<file path="src/rtl/env_ramp_seq_if.sv">
// Bundle of the envelope generator's control and status signals.
//   master: drives ena/trigger/levels/times (and loop when enabled),
//           observes env_out/busy/stage/done.
//   slave : the envelope generator itself.
// Optional: ENV_RAMP_LOOP_EN adds the 1-bit loop request.
interface env_ramp_seq_if #(
  parameter int DEPTH    = 4,
  parameter int STAGES   = 4,
  parameter int TIME_W   = 4,
  parameter int OUT_BITS = 16
);
  localparam int SW = $clog2(STAGES);

  logic                         ena;
  logic                         trigger;
  logic [DEPTH*STAGES-1:0]      levels;
  logic [TIME_W*(STAGES-1)-1:0] times;
`ifdef ENV_RAMP_LOOP_EN
  logic                         loop;
`endif
  logic [OUT_BITS-1:0]          env_out;
  logic                         busy;
  logic [SW-1:0]                stage;
  logic                         done;

`ifdef ENV_RAMP_LOOP_EN
  modport master (output ena, trigger, levels, times, loop,
                  input  env_out, busy, stage, done);
  modport slave  (input  ena, trigger, levels, times, loop,
                  output env_out, busy, stage, done);
`else
  modport master (output ena, trigger, levels, times,
                  input  env_out, busy, stage, done);
  modport slave  (input  ena, trigger, levels, times,
                  output env_out, busy, stage, done);
`endif
endinterface

</file>
<file path="src/rtl/env_ramp_seq.sv">
// Multi-breakpoint linear-ramp envelope generator.
// On a trigger edge it walks STAGES breakpoints. For each segment a serial
// restoring divider (OUT_BITS+FRAC clks) computes the per-tick slope. The
// ramp then advances on ena ticks and snaps to the exact end level.
// Ports: clk, rst (async, active high); bus (env_ramp_seq_if.slave):
//   ena, trigger, levels, times, [loop] in; env_out, busy, stage, done out.
// Optional: define ENV_RAMP_LOOP_EN to use bus.loop. When loop is high at
// final completion, the block restarts from breakpoint 0 without done.
module env_ramp_seq #(
  parameter int DEPTH    = 4,
  parameter int STAGES   = 4,
  parameter int TIME_W   = 4,
  parameter int TSCALE   = 1,
  parameter int OUT_BITS = 16,
  parameter int FRAC     = 8
) (
  input logic          clk,
  input logic          rst,
  env_ramp_seq_if.slave bus
);
  localparam int AW = OUT_BITS + FRAC;
  localparam int NW = TIME_W + $clog2(TSCALE + 1);
  localparam int SW = $clog2(STAGES);
  localparam int SH = OUT_BITS - DEPTH;
  localparam int CW = $clog2(AW + 1);

  typedef enum logic [1:0] {IDLE, PREP, RAMP} state_t;

  state_t              state;
  logic [AW-1:0]       acc;
  logic [AW-1:0]       quo;     // dividend shifts out, quotient shifts in
  logic [NW-1:0]       rem;
  logic [NW-1:0]       divN;
  logic [NW-1:0]       cnt;
  logic [CW-1:0]       bitCnt;
  logic [OUT_BITS-1:0] sEnd;
  logic                neg;
  logic [SW-1:0]       stageR;
  logic                doneR;
  logic                trigPrev;

  logic [OUT_BITS-1:0] sLev [STAGES];
  logic [NW-1:0]       nSeg [STAGES-1];

  for (genvar k = 0; k < STAGES; k++) begin : g_lev
    assign sLev[k] = OUT_BITS'(bus.levels[k*DEPTH +: DEPTH]) << SH;
  end
  for (genvar k = 0; k < STAGES-1; k++) begin : g_tim
    assign nSeg[k] = NW'(bus.times[k*TIME_W +: TIME_W]) * NW'(TSCALE);
  end

  logic loopReq;
`ifdef ENV_RAMP_LOOP_EN
  assign loopReq = bus.loop;
`else
  assign loopReq = 1'b0;
`endif

  logic trigEdge, segDone, lastSeg, wrap, restart;
  assign trigEdge = bus.trigger & ~trigPrev;
  assign segDone  = (state == PREP && divN == '0) ||
                    (state == RAMP && bus.ena && cnt == NW'(1));
  assign lastSeg  = (stageR == SW'(STAGES-2));
  assign wrap     = segDone & lastSeg & loopReq;
  assign restart  = trigEdge | wrap;

  // Segment about to be loaded: 0 on (re)start/loop, else the next one.
  logic [SW:0]         ldIdx;
  logic [OUT_BITS-1:0] ldStart, ldEnd, ldDiff;
  logic [NW-1:0]       ldN;
  logic                ldNeg;
  assign ldIdx = restart ? '0 : {1'b0, stageR} + 1'b1;

  always_comb begin
    ldStart = '0;
    ldEnd   = '0;
    ldN     = '0;
    for (int k = 0; k < STAGES; k++)
      if (k == int'(ldIdx)) ldStart = sLev[k];
    for (int k = 1; k < STAGES; k++)
      if (k - 1 == int'(ldIdx)) ldEnd = sLev[k];
    for (int k = 0; k < STAGES-1; k++)
      if (k == int'(ldIdx)) ldN = nSeg[k];
  end
  assign ldNeg  = ldEnd < ldStart;
  assign ldDiff = ldNeg ? ldStart - ldEnd : ldEnd - ldStart;

  // One restoring-division step.
  logic [NW:0] trial;
  logic        qBit;
  assign trial = {rem, quo[AW-1]};
  assign qBit  = trial >= {1'b0, divN};

  always_ff @(posedge clk or posedge rst) begin
    if (rst) begin
      state    <= IDLE;
      acc      <= '0;
      quo      <= '0;
      rem      <= '0;
      divN     <= '0;
      cnt      <= '0;
      bitCnt   <= '0;
      sEnd     <= '0;
      neg      <= 1'b0;
      stageR   <= '0;
      doneR    <= 1'b0;
      trigPrev <= 1'b0;
    end else begin
      trigPrev <= bus.trigger;
      doneR    <= 1'b0;
      if (restart || (segDone && !lastSeg)) begin
        // Enter PREP for a fresh segment; divider is loaded here so PREP
        // spends exactly AW clks iterating.
        acc    <= restart ? AW'(ldStart) << FRAC : AW'(sEnd) << FRAC;
        stageR <= restart ? '0 : stageR + 1'b1;
        state  <= PREP;
        sEnd   <= ldEnd;
        neg    <= ldNeg;
        divN   <= ldN;
        quo    <= AW'(ldDiff) << FRAC;
        rem    <= '0;
        bitCnt <= '0;
      end else if (segDone) begin
        acc   <= AW'(sEnd) << FRAC;
        state <= IDLE;
        doneR <= 1'b1;
      end else begin
        case (state)
          PREP: begin
            rem    <= qBit ? NW'(trial - {1'b0, divN}) : trial[NW-1:0];
            quo    <= {quo[AW-2:0], qBit};
            bitCnt <= bitCnt + 1'b1;
            if (bitCnt == CW'(AW-1)) begin
              state <= RAMP;
              cnt   <= divN;
            end
          end
          RAMP: if (bus.ena) begin
            // Truncated slope never overshoots; the final tick snaps.
            acc <= neg ? acc - quo : acc + quo;
            cnt <= cnt - 1'b1;
          end
          default: ;
        endcase
      end
    end
  end

  assign bus.env_out = acc[AW-1 -: OUT_BITS];
  assign bus.busy    = (state != IDLE);
  assign bus.stage   = stageR;
  assign bus.done    = doneR;
endmodule

</file>
<file path="src/flat_wrapper.sv">
// flat-port wrapper written by rule: the top's interface ports become plain ports
module env_ramp_seq_flat 
#(
  parameter int DEPTH    = 4,
  parameter int STAGES   = 4,
  parameter int TIME_W   = 4,
  parameter int TSCALE   = 1,
  parameter int OUT_BITS = 16,
  parameter int FRAC     = 8
)
  (clk, rst, bus_ena, bus_trigger, bus_levels, bus_times, bus_env_out, bus_busy, bus_stage, bus_done);
  env_ramp_seq_if #(.DEPTH(DEPTH), .STAGES(STAGES), .TIME_W(TIME_W), .OUT_BITS(OUT_BITS)) bus_i ();
  input logic clk;
  input logic rst;
  input wire logic [$bits(bus_i.ena)-1:0] bus_ena;
  input wire logic [$bits(bus_i.trigger)-1:0] bus_trigger;
  input wire logic [$bits(bus_i.levels)-1:0] bus_levels;
  input wire logic [$bits(bus_i.times)-1:0] bus_times;
  output wire logic [$bits(bus_i.env_out)-1:0] bus_env_out;
  output wire logic [$bits(bus_i.busy)-1:0] bus_busy;
  output wire logic [$bits(bus_i.stage)-1:0] bus_stage;
  output wire logic [$bits(bus_i.done)-1:0] bus_done;
  assign bus_i.ena = bus_ena;
  assign bus_i.trigger = bus_trigger;
  assign bus_i.levels = bus_levels;
  assign bus_i.times = bus_times;
  assign bus_env_out = bus_i.env_out;
  assign bus_busy = bus_i.busy;
  assign bus_stage = bus_i.stage;
  assign bus_done = bus_i.done;
  env_ramp_seq #(.DEPTH(DEPTH), .STAGES(STAGES), .TIME_W(TIME_W), .TSCALE(TSCALE), .OUT_BITS(OUT_BITS), .FRAC(FRAC)) u_core (.clk(clk), .rst(rst), .bus(bus_i));
endmodule
</file>
<file path="config.mk">
export PLATFORM = sky130hd
export DESIGN_NAME = env_ramp_seq_flat
export DESIGN_NICKNAME = d
export VERILOG_FILES = /design/src/rtl/env_ramp_seq_if.sv /design/src/rtl/env_ramp_seq.sv /design/src/flat_wrapper.sv
export SDC_FILE = /design/constraint.sdc
export NUM_CORES = 1
export LEC_CHECK = 0
export CAP_MARGIN = 20
export CORE_UTILIZATION = 35
export DETAILED_ROUTE_END_ITERATION = 10
export PLACE_DENSITY = 0.52
export SETUP_SLACK_MARGIN = 0.15
export SLEW_MARGIN = 20
export SYNTH_ARGS = -nofsm -noshare
export SYNTH_HDL_FRONTEND = slang
export SYNTH_SLANG_ARGS = --single-unit
export TNS_END_PERCENT = 5
</file>
<file path="constraint.sdc">
create_clock -name clk -period 5.03 [get_ports clk]
set_clock_uncertainty 0.1 [all_clocks]
set_input_delay 1.006 -clock clk [delete_from_list [all_inputs] [get_ports clk]]
set_output_delay 1.006 -clock clk [all_outputs]
set_load 0.005 [all_outputs]
</file>
**Word-level counts from Yosys, hierarchy flattened**

Index checks and enable logic that the tools add are counted.

- Register bits after elaboration: 91

- Add/subtract/negate cells: 9
- Order comparisons: 2
- Eq/ne operators: 11
- Mux-type cells: 38
- Bitwise gates (word level): 4
- Reduce and logical (&&, ||, !) cells: 20

Operators by type and width:

| kind | number |
|---|---|
| $mux 24 | 9 |
| $mux 16 | 8 |
| $mux 5 | 11 |
| $sub 16x16->16 | 2 |
| $add 24x24->24 | 1 |
| $sub 24x24->24 | 1 |
| $lt 16x16->1 | 1 |
| $reduce_bool 3->1 | 4 |
| $mux 2 | 5 |
| $pmux 5 s2 | 1 |
| $eq 3x3->1 const A | 2 |
| $ge 6x5->1 | 1 |
| $ne 2x2->1 const B | 3 |
| $reduce_and 2->1 | 3 |
| $reduce_bool 2->1 | 3 |
| $add 5x1->5 const B | 1 |
| $eq 5x1->1 const B | 1 |
| $eq 5x5->1 const B | 1 |
| $logic_not 5->1 | 1 |
| $reduce_and 5->1 | 1 |
| $sub 5x1->5 const B | 1 |
| $sub 5x5->5 | 1 |
| $eq 2x2->1 const B | 2 |
| $logic_and 1x1->1 | 4 |
| other kinds (12) | 16 |

**Longest topological paths before layout**

Gate-level depths: netlist (run 1).

- Word-level depth: 11
- Gate-level depth with buffers: 17

**Least setup slack after synthesis (run 1)**

No wires, ideal clock.

- Path type: input to register
- Start: in bus_trigger
- End: reg u_core.quo[23]
- Setup time: 126 ps
- Arrival time: 3872 ps
- Data required time: 4804 ps
- Path slack: 932 ps
- Stages on the path: 11
- Path buffers: 1
- Cells stage by stage: nor2b_1 > clkbuf_1 > a31o_2 > a222oi_1 > inv_1 > fa_1 > a21o_1 > a21oi_1 > mux2i_1 > xor2_1 > a221o_1

- Elaborated cells on any way between the ends: 22
- Those cells by class: add/sub: 2; order compare: 1; eq/ne: 4; mux: 10; bitwise: 1; reduce/logical: 4

RTL lines:

| what | line | source |
|---|---|---|
| start: declaration | flat_wrapper.sv:16 | `input wire logic [$bits(bus_i.trigger)-1:0] bus_trigger;` |
| $and 1x1->1 * | env_ramp_seq.sv:60 | `assign trigEdge = bus.trigger & ~trigPrev;` |
| $mux 3 * | env_ramp_seq.sv:72 | `assign ldIdx = restart ? '0 : {1'b0, stageR} + 1'b1;` |
| $logic_not 3->1 | env_ramp_seq.sv:81 | `if (k - 1 == int'(ldIdx)) ldEnd = sLev[k];` |
| $mux 16 (2 in series) | env_ramp_seq.sv:81 |  |
| $mux 16 * | env_ramp_seq.sv:81 |  |
| net u_core.ldEnd[13] | env_ramp_seq.sv:69 | `logic [OUT_BITS-1:0] ldStart, ldEnd, ldDiff;` |
| $sub 16x16->16 or $lt 16x16->1 (tied branches) | env_ramp_seq.sv:86, env_ramp_seq.sv:85 |  |
| $mux 16 * | env_ramp_seq.sv:86 | `assign ldDiff = ldNeg ? ldStart - ldEnd : ldEnd - ldStart;` |
| $mux 24 * | env_ramp_seq.sv:111 | `if (restart \|\| (segDone && !lastSeg)) begin` |
| end signal: assignment | env_ramp_seq.sv:120 | `quo <= AW'(ldDiff) << FRAC;` |
| end signal: assignment | env_ramp_seq.sv:131 | `quo <= {quo[AW-2:0], qBit};` |
| end: declaration | env_ramp_seq.sv:31 | `logic [AW-1:0] quo;` |

The timed path passes the listed nets; every way through them passes the cells marked *.
A chain may end at the register's enable or synchronous reset.

**Worst setup path in the final report (run 1)**

- Start: in bus_trigger
- End: reg u_core.quo[23]

- Word-level cells in the longest chain between the ends: 10
- Elaborated cells on any way between the ends: 22
- Those cells by class: add/sub: 2; order compare: 1; eq/ne: 4; mux: 10; bitwise: 1; reduce/logical: 4

RTL lines:

| what | line | source |
|---|---|---|
| $and 1x1->1 * | env_ramp_seq.sv:60 |  |
| $mux 3 | env_ramp_seq.sv:72 |  |
| $logic_not 3->1 | env_ramp_seq.sv:79, env_ramp_seq.sv:81 |  |
| $mux 16 (4 in series) | env_ramp_seq.sv:79 | `if (k == int'(ldIdx)) ldStart = sLev[k];` |
| $sub 16x16->16 or $lt 16x16->1 (tied branches) | env_ramp_seq.sv:86, env_ramp_seq.sv:85 |  |
| $mux 16 | env_ramp_seq.sv:86 |  |
| $mux 24 | env_ramp_seq.sv:111 |  |

Every way passes the cells marked *; elsewhere a longest branch is shown, timed or not.

==> results of run 1 <==
[per-layer routing]
| layer | share of wire [%] | track usage (%) | up-vias |
|---|---|---|---|
| met5 | 0 | 0 | - |
| met4 | 1.4 | 7.336 | 0 |
| met3 | 3.4 | 2.766 | 17 |
| met2 | 47 | 30.20 | 111 |
| met1 | 48 | 24.45 | 2347 |
| li1 | - | - | 2435 |
[power by group through the flow]
stage	Clock (mW)	Combinational [mW]	Sequential (mW)
4_1_cts	0.681	1.93	0.836
6_report	0.662	1.93	0.836
2_1_floorplan	0	1.52	0.797
3_3_place_gp	0	1.90	0.842
5_1_grt	0.701	2.15	0.851
3_5_place_dp	0	1.92	0.846
[through the flow]
step / hold WS (ps) / util (%)
global route: 416.6 / 41.87
detailed placement: 383.2 / 40.00
global placement: 366.6 / 40.00
CTS: 396.3 / 41.83
finish: 386.5 / 41.87
floorplan: 349.8 / -
[cells in the mapped netlist (3+ instances only)]
cell type / n / area, µm²
inv_1: 34 / 127.6
mux2i_1: 8 / 80.08
dfrtp_1: 78 / 1952
or2_2: 4 / 25.02
or3_1: 3 / 18.77
buf_2: 4 / 20.02
nor4_1: 4 / 25.02
nor2_1: 52 / 195.2
a21o_1: 12 / 90.09
xor2_1: 15 / 131.4
buf_4: 16 / 120.1
nand2b_1: 9 / 56.30
a21oi_1: 71 / 355.3
nand3_1: 9 / 45.04
a31oi_1: 11 / 68.82
nand4_1: 8 / 50.05
a22o_1: 21 / 183.9
and3_1: 4 / 25.02
clkbuf_1: 16 / 60.06
fa_1: 4 / 80.08
a222oi_1: 8 / 80.08
xnor2_1: 36 / 315.3
nor3_1: 22 / 110.1
a41oi_1: 3 / 26.28
o21ai_0: 56 / 280.3
a31o_2: 3 / 26.28
nand2_1: 67 / 251.5
nor2b_1: 9 / 56.30
o21bai_1: 3 / 22.52
ha_1: 41 / 513.0
[path summary, 6_finish.rpt]
path,endpoint,depth (start not counted),slack (ps)
setup / recovery,u_core.quo[23]$_DFFE_PP0P_,14,580
hold / removal,u_core.acc[0]$_DFFE_PP0P_,2,390
setup reg to reg,u_core.quo[23]$_DFFE_PP0P_,14,760
hold reg to reg,u_core.acc[0]$_DFFE_PP0P_,2,390
max in group asynchronous,u_core.acc[14]$_DFFE_PP0P_,3,2880
min in group asynchronous,u_core.rem[1]$_DFFE_PP0P_,2,1060
[cell usage in the layout (no fill, tap or decap), drive strengths merged, types with 8 or more instances in the layout]
master	Yosys	layout
a21oi	72	72
a22o	21	21
nor2	52	52
a222oi	8	8
nor2b	9	9
mux2i	8	8
a21o	12	12
o21ai	57	57
xnor2	37	37
ha	41	41
nand2	67	67
nor3	22	22
nand2b	9	9
xor2	15	15
inv	34	33
clkbuf	16	11
nand3	9	9
clkdlybuf4s50	0	51
buf	22	10
nand4	8	8
a31oi	11	11
dfrtp	78	78
[flip-flops by register name (all words and copies together), names as in the netlist]
name	cells
u_core.acc	24
u_core.quo	24
u_core.bitCnt	5
u_core.cnt	5
u_core.rem	5
u_core.divN	4
u_core.sEnd	4
u_core.bus.stage	2
u_core.state	2
u_core.bus.done	1
u_core.neg	1
u_core.trigPrev	1
[area by class of cell]
type	instances	share of cell area, %
multi-input combinational	514	51.31
sequential	78	29.45
timing repair buffer	61	8.835
tap	216	4.078
clock buffer	11	3.662
inverter	34	1.945
clock inverter	4	0.7174
[tightest hold or removal path, cell delays in order (launching register included)]
cell and delay [ps]:
dfrtp_1 340, nand2_1 40, o21ai_0 60
[logic make-up after synthesis]
family / count (synthesis) / share of synthesized area (%)
and+or+nand+nor: 200 / 16.52
adders and majority gates: 45 / 10.46
AOI/OAI and AO/OA: 207 / 22.72
DFF: 78 / 34.41
muxes: 10 / 1.809
buffers and inverters: 72 / 5.912
xor gates and xnor gates: 52 / 8.162
==> flow_metrics.env, run 1 <==
export IMPL_status="complete, no violations"
export IMPL_synth_async_sr_flop_share_pct=100.0
export IMPL_period_needed_ps=4447
export IMPL_placed_area_um2=6331
export IMPL_ys_seq_elements=78
export IMPL_pwr_share_seq_pct=24.4
export IMPL_avgSynthCellArea_um2=8.542
export IMPL_clkSlewWorstSetupHoldPaths_ps=60
export IMPL_root_buffer="clkbuf_16"
export IMPL_clk_latency_ps=340
export IMPL_grt_pass1_wl_um=23990
export IMPL_gp_congestion=0.9013
export IMPL_start_kind="input port"
export IMPL_dieArea_um2=16720
export IMPL_ctsResizeCount=0
export IMPL_cts_buffers=9
export IMPL_drc=0
export IMPL_syn2layout_area_growth_pct=16.85
export IMPL_grt_pass1_vias=4764
export IMPL_cts_tree="yes"
export IMPL_netlist_instances=664
export IMPL_cts_hold_buf=0
export IMPL_fin_area_um2=6628
export IMPL_cts_setup_buffers=0
export IMPL_fin_cells=918
export IMPL_swShare_pct=43.05
export IMPL_placed_cells=903
export IMPL_dp_hpwl_um=10990
export IMPL_worstSetupPathType="input port to flip-flop"
export IMPL_p_comb_share_pct=56.3
export IMPL_max_stage_delay_ps=550
export IMPL_finalHoldViolations=0
export IMPL_ir_worst_vdd_uv=175.8
export IMPL_p_leak_nw=2.933
export IMPL_ys_flop_type="dfrtp_1"
export IMPL_synth_warnings=0
export IMPL_ys_types=57
export IMPL_htreeDepth=3
export IMPL_drt_iter0_drc=271
export IMPL_num_rows=46
export IMPL_worstPathBufferInverterCount=2
export IMPL_drive_gt1_share_pct=6.125
export IMPL_yosysSeqAreaShare_pct=34.41
export IMPL_ant_nets=0
export IMPL_rsz0062_at_grt="no"
export IMPL_layout_nets=775
export IMPL_min_path_type="flip-flop to flip-flop"
export IMPL_via_count=4910
export IMPL_setup_ws_ps=583.2
export IMPL_path_cells="clkdlybuf4s50_1 -> nor2b_1 -> nor2_1 -> nand2_1 -> nor2_1 -> a222oi_1 -> ha_1 -> inv_1 -> fa_1 -> a21o_1 -> a21oi_1 -> mux2i_1 -> xor2_1 -> a221o_1"
export IMPL_clockPowerShare_pct=19.3
export IMPL_ios=52
export IMPL_io_buffer_count=51
export IMPL_synth_nets=741
export IMPL_routedWlPerCell_um=15.95
export IMPL_finalSetupViolCount=0
export IMPL_arrival_ps=4570
export IMPL_p_int_mw=1.951
export IMPL_crit_path_end_kind="flip-flop"
export IMPL_multi_input_area_um2=3401
export IMPL_nFillCells=1586
export IMPL_grtUsageTotal_pct=18.46
export IMPL_critPathSlowestCell="a222oi_1"
export IMPL_fp_dieH_um=129.3
export IMPL_syn_area_um2=5672
export IMPL_r2r_start="u_core.bus.stage[0]$_DFFE_PP0N_"
export IMPL_maxSlewHeadroom_pct=37.68
export IMPL_dr_pass1_iters=7
export IMPL_start_util_pct=35.83
export IMPL_min_from="u_core.acc[0]$_DFFE_PP0P_"
export IMPL_regArea_um2=1952
export IMPL_overflow=0
export IMPL_p_sw_mw=1.475
export IMPL_max_cap_violations=0
export IMPL_slew_viol_final=0
export IMPL_die_x_um=129.3
export IMPL_cts_sinks=78
export IMPL_grt_max_degree=52
export IMPL_tns_ps=0
export IMPL_crit_start="bus_trigger"
export IMPL_drt_total_wl_um=14640
export IMPL_antenna_cells=0
export IMPL_fin_crit_sh_pct=88.40
export IMPL_core_area_um2=15830
export IMPL_fmax_mhz=224.9
export IMPL_dp_slack_ps=139.6
export IMPL_via_per_inst=5.349
export IMPL_clockBufferDepth=2
export IMPL_antenna_found_initial=0
export IMPL_cp_max_fo=8
export IMPL_cp_top_family="compound AO/OA/AOI/OAI gates"
export IMPL_synth_edf_count=0
export IMPL_power_density_nw_per_um2=516.9
export IMPL_tightest_slew_ps=934.8
export IMPL_finalPower_mw=3.426
export IMPL_worstPathRequired_ps=5150
export IMPL_critical_path_most_common_cell="nor2_1"
(Power assumes the default switching activity.)
==> run 2, diff against run 1 <==
--- a/config.mk
+++ b/config.mk
@@ -6,6 +6,7 @@
 export NUM_CORES = 1
 export LEC_CHECK = 0
 export CAP_MARGIN = 20
+export CORE_MARGIN = 3
 export CORE_UTILIZATION = 35
 export DETAILED_ROUTE_END_ITERATION = 10
 export PLACE_DENSITY = 0.52
==> flow_metrics.env, run 2 (same netlist as run 1, synthesis figures left out) <==
export IMPL_layout_nets=775
export IMPL_r2r_start="u_core.bus.stage[0]$_DFFE_PP0N_"
export IMPL_final_common_cell="dfrtp_1"
export IMPL_worst_r2r_path_depth=16
export IMPL_crit_path_end_kind="flip-flop"
export IMPL_grt_max_degree=41
export IMPL_grt_pass1_wl_um=25470
export IMPL_setup_ws_ps=687.5
export IMPL_cts_tree="yes"
export IMPL_drc=0
export IMPL_grt_pass1_vias=5025
export IMPL_cts_hold_buf=0
export IMPL_ctsResizeCount=0
export IMPL_routedWlPerCell_um=16.52
export IMPL_period_needed_ps=4343
export IMPL_top_regs="u_core.acc: 24 flops, u_core.quo: 24 flops"
export IMPL_start_util_pct=36.50
export IMPL_finalHoldViolations=0
export IMPL_via_per_inst=5.398
export IMPL_clockBufferDepth=2
export IMPL_fp_dieH_um=133.3
export IMPL_htreeDepth=3
export IMPL_maxSlewHeadroom_pct=39.51
export IMPL_ios=52
export IMPL_fin_cells=914
export IMPL_crit_start="bus_trigger"
export IMPL_drt_iter0_drc=280
export IMPL_syn2layout_area_growth_pct=16.81
export IMPL_start_kind="input port"
export IMPL_arrival_ps=4470
export IMPL_core_area_um2=15540
export IMPL_p_leak_nw=2.939
export IMPL_dp_hpwl_um=11170
export IMPL_r2r_slack_ps=870
export IMPL_slew_viol_final=0
export IMPL_dr_pass1_iters=5
export IMPL_gp_congestion=0.8959
export IMPL_fin_crit_sh_pct=86.33
export IMPL_cts_sinks=78
export IMPL_dp_slack_ps=370.7
export IMPL_placed_cells=898
export IMPL_status="complete, no violations"
export IMPL_rsz0062_at_grt="no"
export IMPL_cp_max_fo=21
export IMPL_cts_buffers=9
export IMPL_grtUsageTotal_pct=17.54
export IMPL_drt_total_wl_um=15100
export IMPL_antenna_found_initial=0
export IMPL_io_buffer_count=51
export IMPL_overflow=0
export IMPL_die_x_um=133.3
export IMPL_clkSlewWorstSetupHoldPaths_ps=60
export IMPL_antenna_cells=0
export IMPL_ir_worst_vdd_uv=170.8
export IMPL_num_rows=45
export IMPL_worstPathRequired_ps=5150
export IMPL_tightest_slew_ps=906.3
export IMPL_via_count=4934
export IMPL_finalSetupViolCount=0
export IMPL_worstSetupPathType="input port to flip-flop"
export IMPL_max_cap_violations=0
export IMPL_root_buffer="clkbuf_16"
export IMPL_min_path_type="flip-flop to flip-flop"
export IMPL_crit_end="u_core.quo[23]$_DFFE_PP0P_"
export IMPL_dieArea_um2=17770
export IMPL_rr_endpoint="u_core.quo[23]$_DFFE_PP0P_"
export IMPL_tns_ps=0
export IMPL_fmax_mhz=230.3
export IMPL_power_density_nw_per_um2=518.1
export IMPL_cts_setup_buffers=0
export IMPL_drive_gt1_share_pct=6.259
export IMPL_clk_latency_ps=340
export IMPL_ant_nets=0
export IMPL_final_cell_mix="dfrtp_1, a21oi_1, nand2_1"
==> run 2: cell count changes in the layout (fill, tap and decap cells not counted), sizes merged <==
cell / change
clkinv: +2
clkbuf: -1
==> run 2: worst min path at each step <==
stage	start	end	depth (start not counted)
after floorplan	u_core.acc[0]$_DFFE_PP0P_	u_core.acc[0]$_DFFE_PP0P_	2
after global placement	u_core.acc[0]$_DFFE_PP0P_	u_core.acc[0]$_DFFE_PP0P_	2
after detailed placement	u_core.acc[0]$_DFFE_PP0P_	u_core.acc[0]$_DFFE_PP0P_	2
after CTS	u_core.acc[0]$_DFFE_PP0P_	u_core.acc[0]$_DFFE_PP0P_	2
after global routing	u_core.acc[7]$_DFFE_PP0P_	u_core.acc[7]$_DFFE_PP0P_	2
final	u_core.acc[0]$_DFFE_PP0P_	u_core.acc[0]$_DFFE_PP0P_	2
==> run 2: where the power goes <==
group          switching [mW]  internal (mW)  total [mW]
Combinational            1.08          0.842        1.92
Clock                   0.272          0.396       0.668
Sequential              0.131          0.714       0.845
==> run 2: area by class of cell <==
| type | instances | area, µm² |
|---|---|---|
| Clock buffer | 10 | 239.0 |
| Tap cell | 211 | 264.0 |
| Inverter | 34 | 128.9 |
| Clock inverter | 6 | 61.31 |
| Multi-Input combinational cell | 514 | 3395 |
| Sequential cell | 78 | 1952 |
| Fill cell | 1584 | 8915 |
| Timing Repair Buffer | 61 | 585.6 |
==> run 2: per-layer routing <==
layer	vias up	wire (µm)	global-route usage (%)
li1	2432	-	-
met1	2349	6920	23.33
met2	131	7161	28.72
met3	22	673	4.041
met4	0	340	4.857
met5	-	0	0
==> run 2: stage by stage <==
| stage | power [mW] | area (µm²) | hold slack, ps | util [%] |
|---|---|---|---|---|
| after floorplan | 2.317 | 5672 | 349.8 | - |
| after global placement | 2.738 | 6325 | 366.5 | 40.70 |
| after detailed placement | 2.765 | 6325 | 374.0 | 40.70 |
| after CTS | 3.461 | 6625 | 388.3 | 42.63 |
| after global routing | 3.749 | 6625 | 422.5 | 42.63 |
| final | 3.432 | 6625 | 384.3 | 42.63 |
==> run 2: critical path: stages <==
cell	delay (ps)
clkdlybuf4s50_1	410
nor2b_1	140
buf_4	200
nor3_1	330
nand2_1	120
a21oi_1	150
a21oi_1	50
o21ai_0	250
ha_1	190
inv_1	60
fa_1	390
a21o_1	170
a21oi_1	360
mux2i_1	260
xor2_1	80
a221o_1	290
